==> config.mk <==
export PLATFORM = sky130hd
export DESIGN_NAME = uart_tx_frame
export DESIGN_NICKNAME = d
export VERILOG_FILES = /design/src/rtl/uart_pkg.sv /design/src/rtl/uart_baud_cnt.sv /design/src/rtl/uart_tx_frame.sv
export SDC_FILE = /design/constraint.sdc
export NUM_CORES = 1
export LEC_CHECK = 0
export CAP_MARGIN = 30
export CORE_UTILIZATION = 54
export DETAILED_ROUTE_END_ITERATION = 8
export GPL_TIMING_DRIVEN = 0
export PLACE_DENSITY = 0.78
export SYNTH_ARGS = -nofsm -noshare
export SYNTH_HDL_FRONTEND = slang
export SYNTH_SLANG_ARGS = --single-unit
==> constraint.sdc <==
create_clock -name clk -period 2.4 [get_ports clk]
set_clock_uncertainty 0.05 [all_clocks]
set_input_delay 0.48 -clock clk [delete_from_list [all_inputs] [get_ports clk]]
set_output_delay 0.48 -clock clk [all_outputs]
set_load 0.005 [all_outputs]
==> src/rtl/uart_pkg.sv <==
// -----------------------------------------------------------------------------
// uart_pkg
// Shared UART definitions for the transmit framer and the future receiver.
//
// Contents:
//   parity_mode_t   - encoding of the 2-bit parity_mode input
//   tx_state_t      - transmit framer FSM states (exposed on the debug port)
//   DATA_W_MIN/MAX  - legal range of data bits per frame
//   CLK_DIV_MIN     - smallest legal clocks-per-bit divisor
//   parity_enabled  - true when a parity bit is appended to the frame
// -----------------------------------------------------------------------------
package uart_pkg;

   typedef enum logic [1:0] {
      PAR_NONE = 2'b00,
      PAR_EVEN = 2'b01,
      PAR_ODD  = 2'b10,
      PAR_RSVD = 2'b11   // behaves exactly like PAR_NONE
   } parity_mode_t;

   typedef enum logic [2:0] {
      IDLE   = 3'd0,
      START  = 3'd1,
      DATA   = 3'd2,
      PARITY = 3'd3,
      STOP   = 3'd4
   } tx_state_t;

   localparam int DATA_W_MIN  = 5;
   localparam int DATA_W_MAX  = 9;
   localparam int CLK_DIV_MIN = 2;

   // Only the two defined parity modes produce a parity bit; the reserved
   // code falls through to "no parity".
   function automatic logic parity_enabled(input parity_mode_t mode);
      return (mode == PAR_EVEN) || (mode == PAR_ODD);
   endfunction

endpackage : uart_pkg

==> src/rtl/uart_baud_cnt.sv <==
// -----------------------------------------------------------------------------
// uart_baud_cnt
// Bit-period divisor. Counts 0..CLK_DIV-1 and wraps; tick marks the last
// cycle of each bit period. Shared between the transmit and receive paths.
//
// Parameters:
//   CLK_DIV  - clock cycles per bit period (>= 2)
// Ports:
//   clk      in  1  clock, rising edge
//   rst_n    in  1  asynchronous active-low reset
//   clr      in  1  synchronous clear; the count restarts from 0
//   tick     out 1  high for one cycle while the count equals CLK_DIV-1
// -----------------------------------------------------------------------------
module uart_baud_cnt #(
   parameter int CLK_DIV = 16
) (
   input  logic clk,
   input  logic rst_n,
   input  logic clr,
   output logic tick
);

   localparam int CW = $clog2(CLK_DIV);
   localparam logic [CW-1:0] CNT_TOP = CW'(CLK_DIV - 1);

   logic [CW-1:0] cnt;

   assign tick = (cnt == CNT_TOP);

   // Wrapping on tick means every new bit period starts at count 0, so a
   // state entered on tick is automatically aligned without an extra clear.
   always_ff @(posedge clk or negedge rst_n) begin
      if (!rst_n) begin
         cnt <= '0;
      end else if (clr || tick) begin
         cnt <= '0;
      end else begin
         cnt <= cnt + 1'b1;
      end
   end

endmodule : uart_baud_cnt

==> src/rtl/uart_tx_frame.sv <==
// -----------------------------------------------------------------------------
// uart_tx_frame
// UART transmit framer: one word per valid/ready handshake is serialised as
// start bit, DATA_W data bits LSB first, optional parity bit, 1 or 2 stop bits.
//
// Handshake: a word is accepted on a rising edge where tx_valid && tx_ready.
// tx_ready is high only in IDLE; tx_valid is ignored in every other state.
// tx_data, parity_mode and stop2 are captured on accept and held for the
// whole frame, so the source may change them freely afterwards.
//
// Parameters:
//   DATA_W       - data bits per frame (5..9)
//   CLK_DIV      - clock cycles per bit period (>= 2)
// Ports:
//   clk          in  1       clock, rising edge
//   rst_n        in  1       asynchronous active-low reset
//   tx_data      in  DATA_W  word to send
//   tx_valid     in  1       source has a word
//   tx_ready     out 1       framer can accept (IDLE)
//   parity_mode  in  2       00 none, 01 even, 10 odd, 11 none
//   stop2        in  1       1 = two stop bits, 0 = one
//   tx           out 1       serial line, idle high, registered
//   busy         out 1       frame in progress
//   state_dbg    out 3       current FSM state (tx_state_t encoding)
// -----------------------------------------------------------------------------
module uart_tx_frame
   import uart_pkg::*;
#(
   parameter int DATA_W  = 8,
   parameter int CLK_DIV = 16
) (
   input  logic              clk,
   input  logic              rst_n,
   input  logic [DATA_W-1:0] tx_data,
   input  logic              tx_valid,
   output logic              tx_ready,
   input  logic [1:0]        parity_mode,
   input  logic              stop2,
   output logic              tx,
   output logic              busy,
   output logic [2:0]        state_dbg
);

   localparam int BCW = $clog2(DATA_W + 1);
   localparam logic [BCW-1:0] LAST_BIT = BCW'(DATA_W - 1);

   tx_state_t         state;
   logic [DATA_W-1:0] shift_q;
   logic [BCW-1:0]    bit_cnt;
   logic              par_en_q;
   logic              par_bit_q;
   logic              stop2_q;
   logic              stop_cnt;

   logic              tick;
   logic              baud_clr;
   logic              accept;
   parity_mode_t      mode_in;
   logic              par_bit_in;

   assign mode_in    = parity_mode_t'(parity_mode);
   assign accept     = tx_valid && tx_ready;
   // Even parity is the plain XOR of the data; odd parity is its inverse.
   assign par_bit_in = (^tx_data) ^ (mode_in == PAR_ODD);
   assign state_dbg  = state;

   // The divisor is held at 0 throughout IDLE so the START period begins at
   // count 0 on the accept edge; afterwards it wraps once per bit period.
   assign baud_clr = (state == IDLE);

   uart_baud_cnt #(
      .CLK_DIV (CLK_DIV)
   ) u_baud (
      .clk   (clk),
      .rst_n (rst_n),
      .clr   (baud_clr),
      .tick  (tick)
   );

   // Single-process FSM. tx, busy and tx_ready are all registered here, and
   // each transition loads tx with the value of the state being entered so
   // the line changes exactly on the bit boundary.
   always_ff @(posedge clk or negedge rst_n) begin
      if (!rst_n) begin
         state     <= IDLE;
         shift_q   <= '0;
         bit_cnt   <= '0;
         par_en_q  <= 1'b0;
         par_bit_q <= 1'b0;
         stop2_q   <= 1'b0;
         stop_cnt  <= 1'b0;
         tx        <= 1'b1;
         busy      <= 1'b0;
         tx_ready  <= 1'b1;
      end else begin
         case (state)
            IDLE: begin
               tx       <= 1'b1;
               busy     <= 1'b0;
               tx_ready <= 1'b1;
               if (accept) begin
                  shift_q   <= tx_data;
                  par_en_q  <= parity_enabled(mode_in);
                  par_bit_q <= par_bit_in;
                  stop2_q   <= stop2;
                  bit_cnt   <= '0;
                  stop_cnt  <= 1'b0;
                  state     <= START;
                  tx        <= 1'b0;
                  busy      <= 1'b1;
                  tx_ready  <= 1'b0;
               end
            end

            START: begin
               if (tick) begin
                  state   <= DATA;
                  tx      <= shift_q[0];
                  bit_cnt <= '0;
               end
            end

            DATA: begin
               if (tick) begin
                  if (bit_cnt == LAST_BIT) begin
                     bit_cnt <= '0;
                     if (par_en_q) begin
                        state <= PARITY;
                        tx    <= par_bit_q;
                     end else begin
                        state    <= STOP;
                        tx       <= 1'b1;
                        stop_cnt <= 1'b0;
                     end
                  end else begin
                     // Bit 1 of the current register is the next bit on the
                     // line once the register has shifted right.
                     shift_q <= shift_q >> 1;
                     tx      <= shift_q[1];
                     bit_cnt <= bit_cnt + 1'b1;
                  end
               end
            end

            PARITY: begin
               if (tick) begin
                  state    <= STOP;
                  tx       <= 1'b1;
                  stop_cnt <= 1'b0;
               end
            end

            STOP: begin
               if (tick) begin
                  if (stop2_q && !stop_cnt) begin
                     stop_cnt <= 1'b1;
                  end else begin
                     stop_cnt <= 1'b0;
                     state    <= IDLE;
                     tx       <= 1'b1;
                     busy     <= 1'b0;
                     tx_ready <= 1'b1;
                  end
               end
            end

            default: begin
               state    <= IDLE;
               tx       <= 1'b1;
               busy     <= 1'b0;
               tx_ready <= 1'b1;
            end
         endcase
      end
   end

endmodule : uart_tx_frame

==> flow_metrics.py, run 1 <==
metrics = {
    "status": {
        "status": "complete, no violations",
    },
    "cts": {
        "cts_resized": 0,
        "htreeDepth": 1,
        "numCtsBuffers": 3,
        "hold_buffers": 0,
        "clk_pin_slew_worst_paths_ns": 0.15,
        "clock_path_buffers": 2,
        "cts_root_buf": "clkbuf_4",
        "cts_tree": "built",
        "cts_setup_buffers": 0,
        "clk_latency_ns": 0.33,
        "clock-sinks": 26,
    },
    "global_route": {
        "gr-usage-met3_pct": 3.75,
        "grt_usage_pct": 23.5,
        "grt_max_degree": 15,
        "top_usage_layer": "met2",
        "grt_pass1_wl_um": 5600,
        "grt_remaining_overflow": 0,
        "met1_usage_pct": 32.4,
        "grt_use_met2_pct": 39.1,
        "antenna_found_initial": 0,
        "grt_pass1_vias": 1115,
    },
    "min_path": {
        "min_path_type": "reg2reg",
    },
    "power_and_ir_drop": {
        "p_int_mw": 1.31,
        "p_sw_mw": 0.799,
        "power_frac_clock_pct": 10.7,
        "cellLeakagePower_nw": 0.812,
        "sequentialPowerShare_pct": 36.6,
        "p_sw_share_pct": 37.8,
        "peakVddDrop_uv": 853,
        "total_power_mw": 2.11,
        "comb_power_share_pct": 52.7,
        "p_per_area_mw_per_mm2": 1170,
    },
    "detailed_routing": {
        "drtIter0Drc": 23,
        "vias_per_cell": 6.02,
        "wl_per_cell_um": 16.9,
        "drtAntennaViolNets": 0,
        "vias": 1174,
        "drt_pass1_iterations": 4,
        "drcViolationCount": 0,
        "wl_um": 3300,
    },
    "critical_path": {
        "worstPathMaxFanout": 10,
        "crit_chain": "nor3b_4 -> buf_2 -> mux2_2 -> mux2_4",
        "start_kind": "flop",
        "crit_type": "reg2reg",
        "worst-path-buf-inv": 1,
        "crit_slowest_cell": "dfrtp_1",
        "critPathTopFamily": "multiplexers",
        "cp.required_ns": 2.58,
        "max_stage_delay_ns": 0.51,
        "arrival_ns": 2.16,
        "critPathCaptureType": "flop",
    },
    "sta": {
        "drv_slew": 0,
        "setup_ws_ns": 0.425,
        "fin_crit_ns": 1.98,
        "slew_headroom_pct": 57.1,
        "rsz0062_at_grt": "false",
        "finalSetupTns_ns": 0,
        "tightest_slew_ns": 0.641,
        "hold_slack_ns": 0.417,
        "fmax_ghz": 0.506,
        "hold_violations": 0,
        "setup_viol": 0,
        "timing.final.crit_share_pct": 82.3,
    },
    "yosys": {
        "synth_top_family_by_area": "simple AND/OR/NAND/NOR gates",
        "synth.cell_area_sq_mm": 0.00153,
        "synth-simple-area-share_pct": 16.9,
        "syn-num-nets": 158,
        "yosys_warnings": 0,
        "synth.area.mux_share_pct": 15.6,
        "postSynthAreaPerCell_sq_um": 10.9,
        "yosys.cell_types.count": 44,
        "yosys-top-cells-area": "dfrtp_1, mux2_2, mux2_4",
        "synth-edff-count": 0,
        "synth_ff_type": "dfrtp_1",
        "async_flop_share_pct": 100,
        "synthXorXnorAreaFrac_pct": 6.04,
        "synth_compound_area_share_pct": 13.2,
        "ys_seq_elements": 26,
        "ys_seq_area_share_pct": 42.6,
        "synth_top_area_share_pct": 39.2,
        "synthAdderAreaFrac_pct": 2.45,
        "yosysTopAreaCell": "dfrtp_1",
        "synthCells": 141,
    },
    "cells_and_area": {
        "area_delta_synth_final_pct": 18.2,
        "layoutNonFillerInstCount": 195,
        "final_util_pct": 70.6,
        "final_layout_size_suffix_gt1_share_pct": 19.4,
        "antenna_cells": 0,
        "layout.nets": 183,
        "fin_area_sq_mm": 0.00181,
    },
    "placed_design": {
        "gp_congestion": 0.850,
        "dp_cells": 191,
        "port_buffers": 19,
        "dp.final_hpwl_um": 2530,
        "place_ws_ns": 0.125,
        "dpl_cell_area_sq_mm": 0.00178,
    },
    "floorplan": {
        "die_area_sq_mm": 0.00306,
        "placementRows": 18,
        "core_sq_mm": 0.00257,
        "start_util_pct": 59.7,
        "fp.dieW_um": 55.3,
        "pin_count": 20,
        "dieHeight_um": 55.3,
    },
    "job": {
        "max_cap_viol_count": 0,
    },
}
-- path summary, 6_finish.rpt --
| kind | from | slack [ns] | cells after the start | to |
|---|---|---|---|---|
| worst max-delay path | state_dbg[0] | 0.42 | 4 | shift_q[2] |
| worst min-delay path | u_baud.cnt[0] | 0.42 | 1 | u_baud.cnt[0] |
| worst max register to register | state_dbg[0] | 0.42 | 4 | shift_q[2] |
| worst min register to register | u_baud.cnt[0] | 0.42 | 1 | u_baud.cnt[0] |
| max in group asynchronous | rst_n | 1.30 | 2 | shift_q[4] |
| min in group asynchronous | rst_n | 0.48 | 1 | shift_q[6] |
-- synth_stat cells, types with 2 or more instances --
cell and instances:
a21o_1 5, a21oi_1 4, and3_1 3, buf_2 3, clkbuf_1 2, dfrtp_1 24, dfstp_2 2, ha_1 3
inv_1 4, mux2_2 11, mux2_4 7, nand2_1 9, nand2b_1 3, nand3_1 6, nand3b_1 3, nor2_1 9
nor2b_1 2, nor3_1 3, o211ai_1 3, o21ai_0 3, o22a_1 2, o2bb2ai_1 2, xnor2_1 6, xor2_1 2
-- cell families after synthesis --
family | after synthesis
AO/OA/AOI/OAI | 28
adder cells (fa/ha/maj) | 3
buffers and inverters | 10
multiplexers | 19
AND/OR/NAND/NOR | 46
flip-flops | 26
XOR/XNOR | 9
-- cell usage in the layout (no fill, tap or decap), types with 3 or more instances in the layout --
cell type        Yosys  final
inv_1                4      4
clkbuf_4             0      3
buf_2                3      3
mux2_4               7      7
nor2_1               9      9
mux2_2              11     11
nand3_1              6      6
clkdlybuf4s50_1      0     19
ha_1                 3      3
a21oi_1              4      4
and3_1               3      3
nand2b_1             3      3
nand3b_1             3      3
o21ai_0              3      3
nor3_1               3      3
dfrtp_1             24     24
a21o_1               5      5
xnor2_1              6      6
o211ai_1             3      3
nand2_1              9      9
-- flip-flops by register name, indices dropped and copies added, names as in the netlist --
signal      cells
shift_q         8
tx              1
busy            1
stop_cnt        1
par_bit_q       1
par_en_q        1
state_dbg       3
bit_cnt         4
tx_ready        1
u_baud.cnt      4
stop2_q         1
-- final cells by class --
type / count / area (sq um)
Multi-Input combinational cell: 105 / 831
Fill cell: 200 / 756
Sequential cell: 26 / 653
Timing Repair Buffer: 20 / 205
Tap cell: 30 / 37.5
Clock buffer: 4 / 36.3
Buffer: 6 / 33.8
Inverter: 4 / 15.0
-- routing by layer --
layer | part of all wire (%) | wire length [um] | vias up
li1 | - | - | 557
met1 | 45 | 1470 | 575
met2 | 50 | 1660 | 38
met3 | 4.1 | 135 | 4
met4 | 0.70 | 23 | 0
met5 | 0 | 0 | -
-- power by group through the flow --
stage / registers (mW) / clock network (mW) / logic (mW)
3_5_place_dp: 0.780 / 0 / 1.10
4_1_cts: 0.770 / 0.233 / 1.11
5_1_grt: 0.791 / 0.248 / 1.21
3_3_place_gp: 0.758 / 0 / 1.06
2_1_floorplan: 0.739 / 0 / 0.814
6_report: 0.772 / 0.226 / 1.11
(Power assumes the default switching activity.)
==> run 2, diff against run 1 <==
clock period = 1.9 ns   (was 2.4 ns; I/O delays follow)
==> run 2 against run 1 <==
Effect of this change: cell count is 2.1% higher; largest power group unchanged; worst setup slack worse by 0.35 ns; utilization is 2.8 points higher.
==> flow_metrics.py, run 2 (synthesized netlist as in run 1, its figures left out) <==
metrics = {
    "power_and_ir_drop": {
        "peakVddDrop_uv": 1080,
        "cellLeakagePower_nw": 0.835,
        "total_power_mw": 2.78,
        "p_per_area_mw_per_mm2": 1480,
    },
    "cts": {
        "numCtsBuffers": 3,
        "clk_latency_ns": 0.33,
        "clk_pin_slew_worst_paths_ns": 0.15,
        "clock_path_buffers": 2,
        "cts_root_buf": "clkbuf_4",
        "cts_tree": "built",
        "clock-sinks": 26,
        "htreeDepth": 1,
        "hold_buffers": 0,
    },
    "global_route": {
        "grt_pass1_vias": 1136,
        "grt_remaining_overflow": 0,
        "grt_max_degree": 15,
        "gr-usage-met3_pct": 3.75,
        "grt_pass1_wl_um": 5610,
        "top_usage_layer": "met2",
        "met1_usage_pct": 32.1,
        "grt_usage_pct": 23.6,
        "grt_use_met2_pct": 39.1,
        "antenna_found_initial": 0,
    },
    "cells_and_area": {
        "antenna_cells": 0,
        "layout.nets": 187,
        "layout_common_cells": "dfrtp_1, clkdlybuf4s50_1, mux2_2, nor2_1, nand2_1",
        "final_layout_size_suffix_gt1_share_pct": 25.4,
        "top_register": "shift_q",
        "reg.largest.list": "shift_q x8, bit_cnt x4, u_baud.cnt x4",
        "final_util_pct": 73.3,
        "layoutNonFillerInstCount": 199,
        "area_delta_synth_final_pct": 22.9,
        "final_common_cell": "dfrtp_1",
        "largest_register_ffs": 8,
    },
    "sta": {
        "hold_slack_ns": 0.372,
        "rsz0062_at_grt": "true",
        "drv_slew": 0,
        "hold_violations": 0,
        "slew_headroom_pct": 57.6,
        "fmax_ghz": 0.549,
        "fin_crit_ns": 1.82,
        "tightest_slew_ns": 0.634,
        "setup_viol": 0,
        "timing.final.crit_share_pct": 95.9,
    },
    "critical_path": {
        "r2r-start": "state_dbg[0]",
        "arrival_ns": 1.99,
        "reg2reg_depth": 5,
        "cp.required_ns": 2.07,
        "rr_endpoint": "shift_q[3]",
        "worstPathMaxFanout": 8,
        "crit_type": "reg2reg",
        "start_kind": "flop",
        "critPathCaptureType": "flop",
        "rrSetupSlack_ns": 0.08,
    },
    "floorplan": {
        "fp.dieW_um": 55.3,
        "core_sq_mm": 0.00257,
        "die_area_sq_mm": 0.00306,
        "start_util_pct": 59.7,
        "pin_count": 20,
        "dieHeight_um": 55.3,
        "placementRows": 18,
    },
    "detailed_routing": {
        "wl_per_cell_um": 16.8,
        "vias": 1181,
        "drt_pass1_iterations": 4,
        "drcViolationCount": 0,
        "vias_per_cell": 5.93,
        "drtAntennaViolNets": 0,
        "wl_um": 3340,
        "drtIter0Drc": 38,
    },
    "placed_design": {
        "port_buffers": 19,
        "dp_cells": 191,
        "dp.final_hpwl_um": 2530,
        "gp_congestion": 0.850,
    },
    "job": {
        "max_cap_viol_count": 0,
    },
    "min_path": {
        "min_path_type": "in2async",
    },
    "status": {
        "status": "complete, no violations",
    },
}
==> run 2: worst max-delay path by stage <==
stage	startpoint	end	slack, ns	cells after the start
2_1_floorplan	state_dbg[0]	shift_q[0]	0.17	4
5_1_grt	state_dbg[0]	state_dbg[0]	-0.02	4
3_5_place_dp	parity_mode[0]	par_bit_q	-0.28	7
4_1_cts	tx_ready	tx_ready	0.01	1
3_3_place_gp	parity_mode[0]	par_bit_q	-0.14	7
6_report	state_dbg[0]	shift_q[3]	0.08	5
==> run 2: timing repair <==
action / CTS / global route
pin swaps: 2 / 2
setup endpoints to repair: 8 / 10
gates resized for setup: 5 / 7
setup buffers: 1 / 3
==> run 2: critical path: stages, from the launching register on <==
cell and delay (ns):
dfrtp_2 0.51, nor3_4 0.28, nand3_2 0.18, a22o_1 0.25, buf_6 0.15, mux2_4 0.30
==> run 2: stage by stage <==
stage | instance area, sq um | setup TNS, ns | worst slack, ns
6_report | 1880 | 0 | 0.0775
5_1_grt | 1880 | -0.0192 | -0.0190
4_1_cts | 1840 | 0 | 0.00961
3_5_place_dp | 1780 | -0.901 | -0.275
3_3_place_gp | 1760 | -0.618 | -0.136
2_1_floorplan | 1530 | 0 | 0.170
==> run 2: final cells by class <==
cell class	count	area, sq um
Timing Repair Buffer	24	235
Buffer	6	38.8
Multi-Input combinational cell	105	865
Inverter	4	15.0
Clock buffer	4	36.3
Sequential cell	26	656
Fill cell	190	684
Tap cell	30	37.5
==> run 2: power breakdown <==
part / switching [mW] / total (mW) / internal, mW
logic: 0.679 / 1.51 / 0.829
clock network: 0.168 / 0.285 / 0.117
registers: 0.205 / 0.990 / 0.785
==> run 2: per-layer routing <==
metal  wire [um]  vias to the layer above  share of wire [%]
met1        1450                      564                 43
met2        1680                       45                 50
met4          48                        0                1.4
met5           0                        -                  0
met3         157                        6                4.7
li1            -                      566                  -
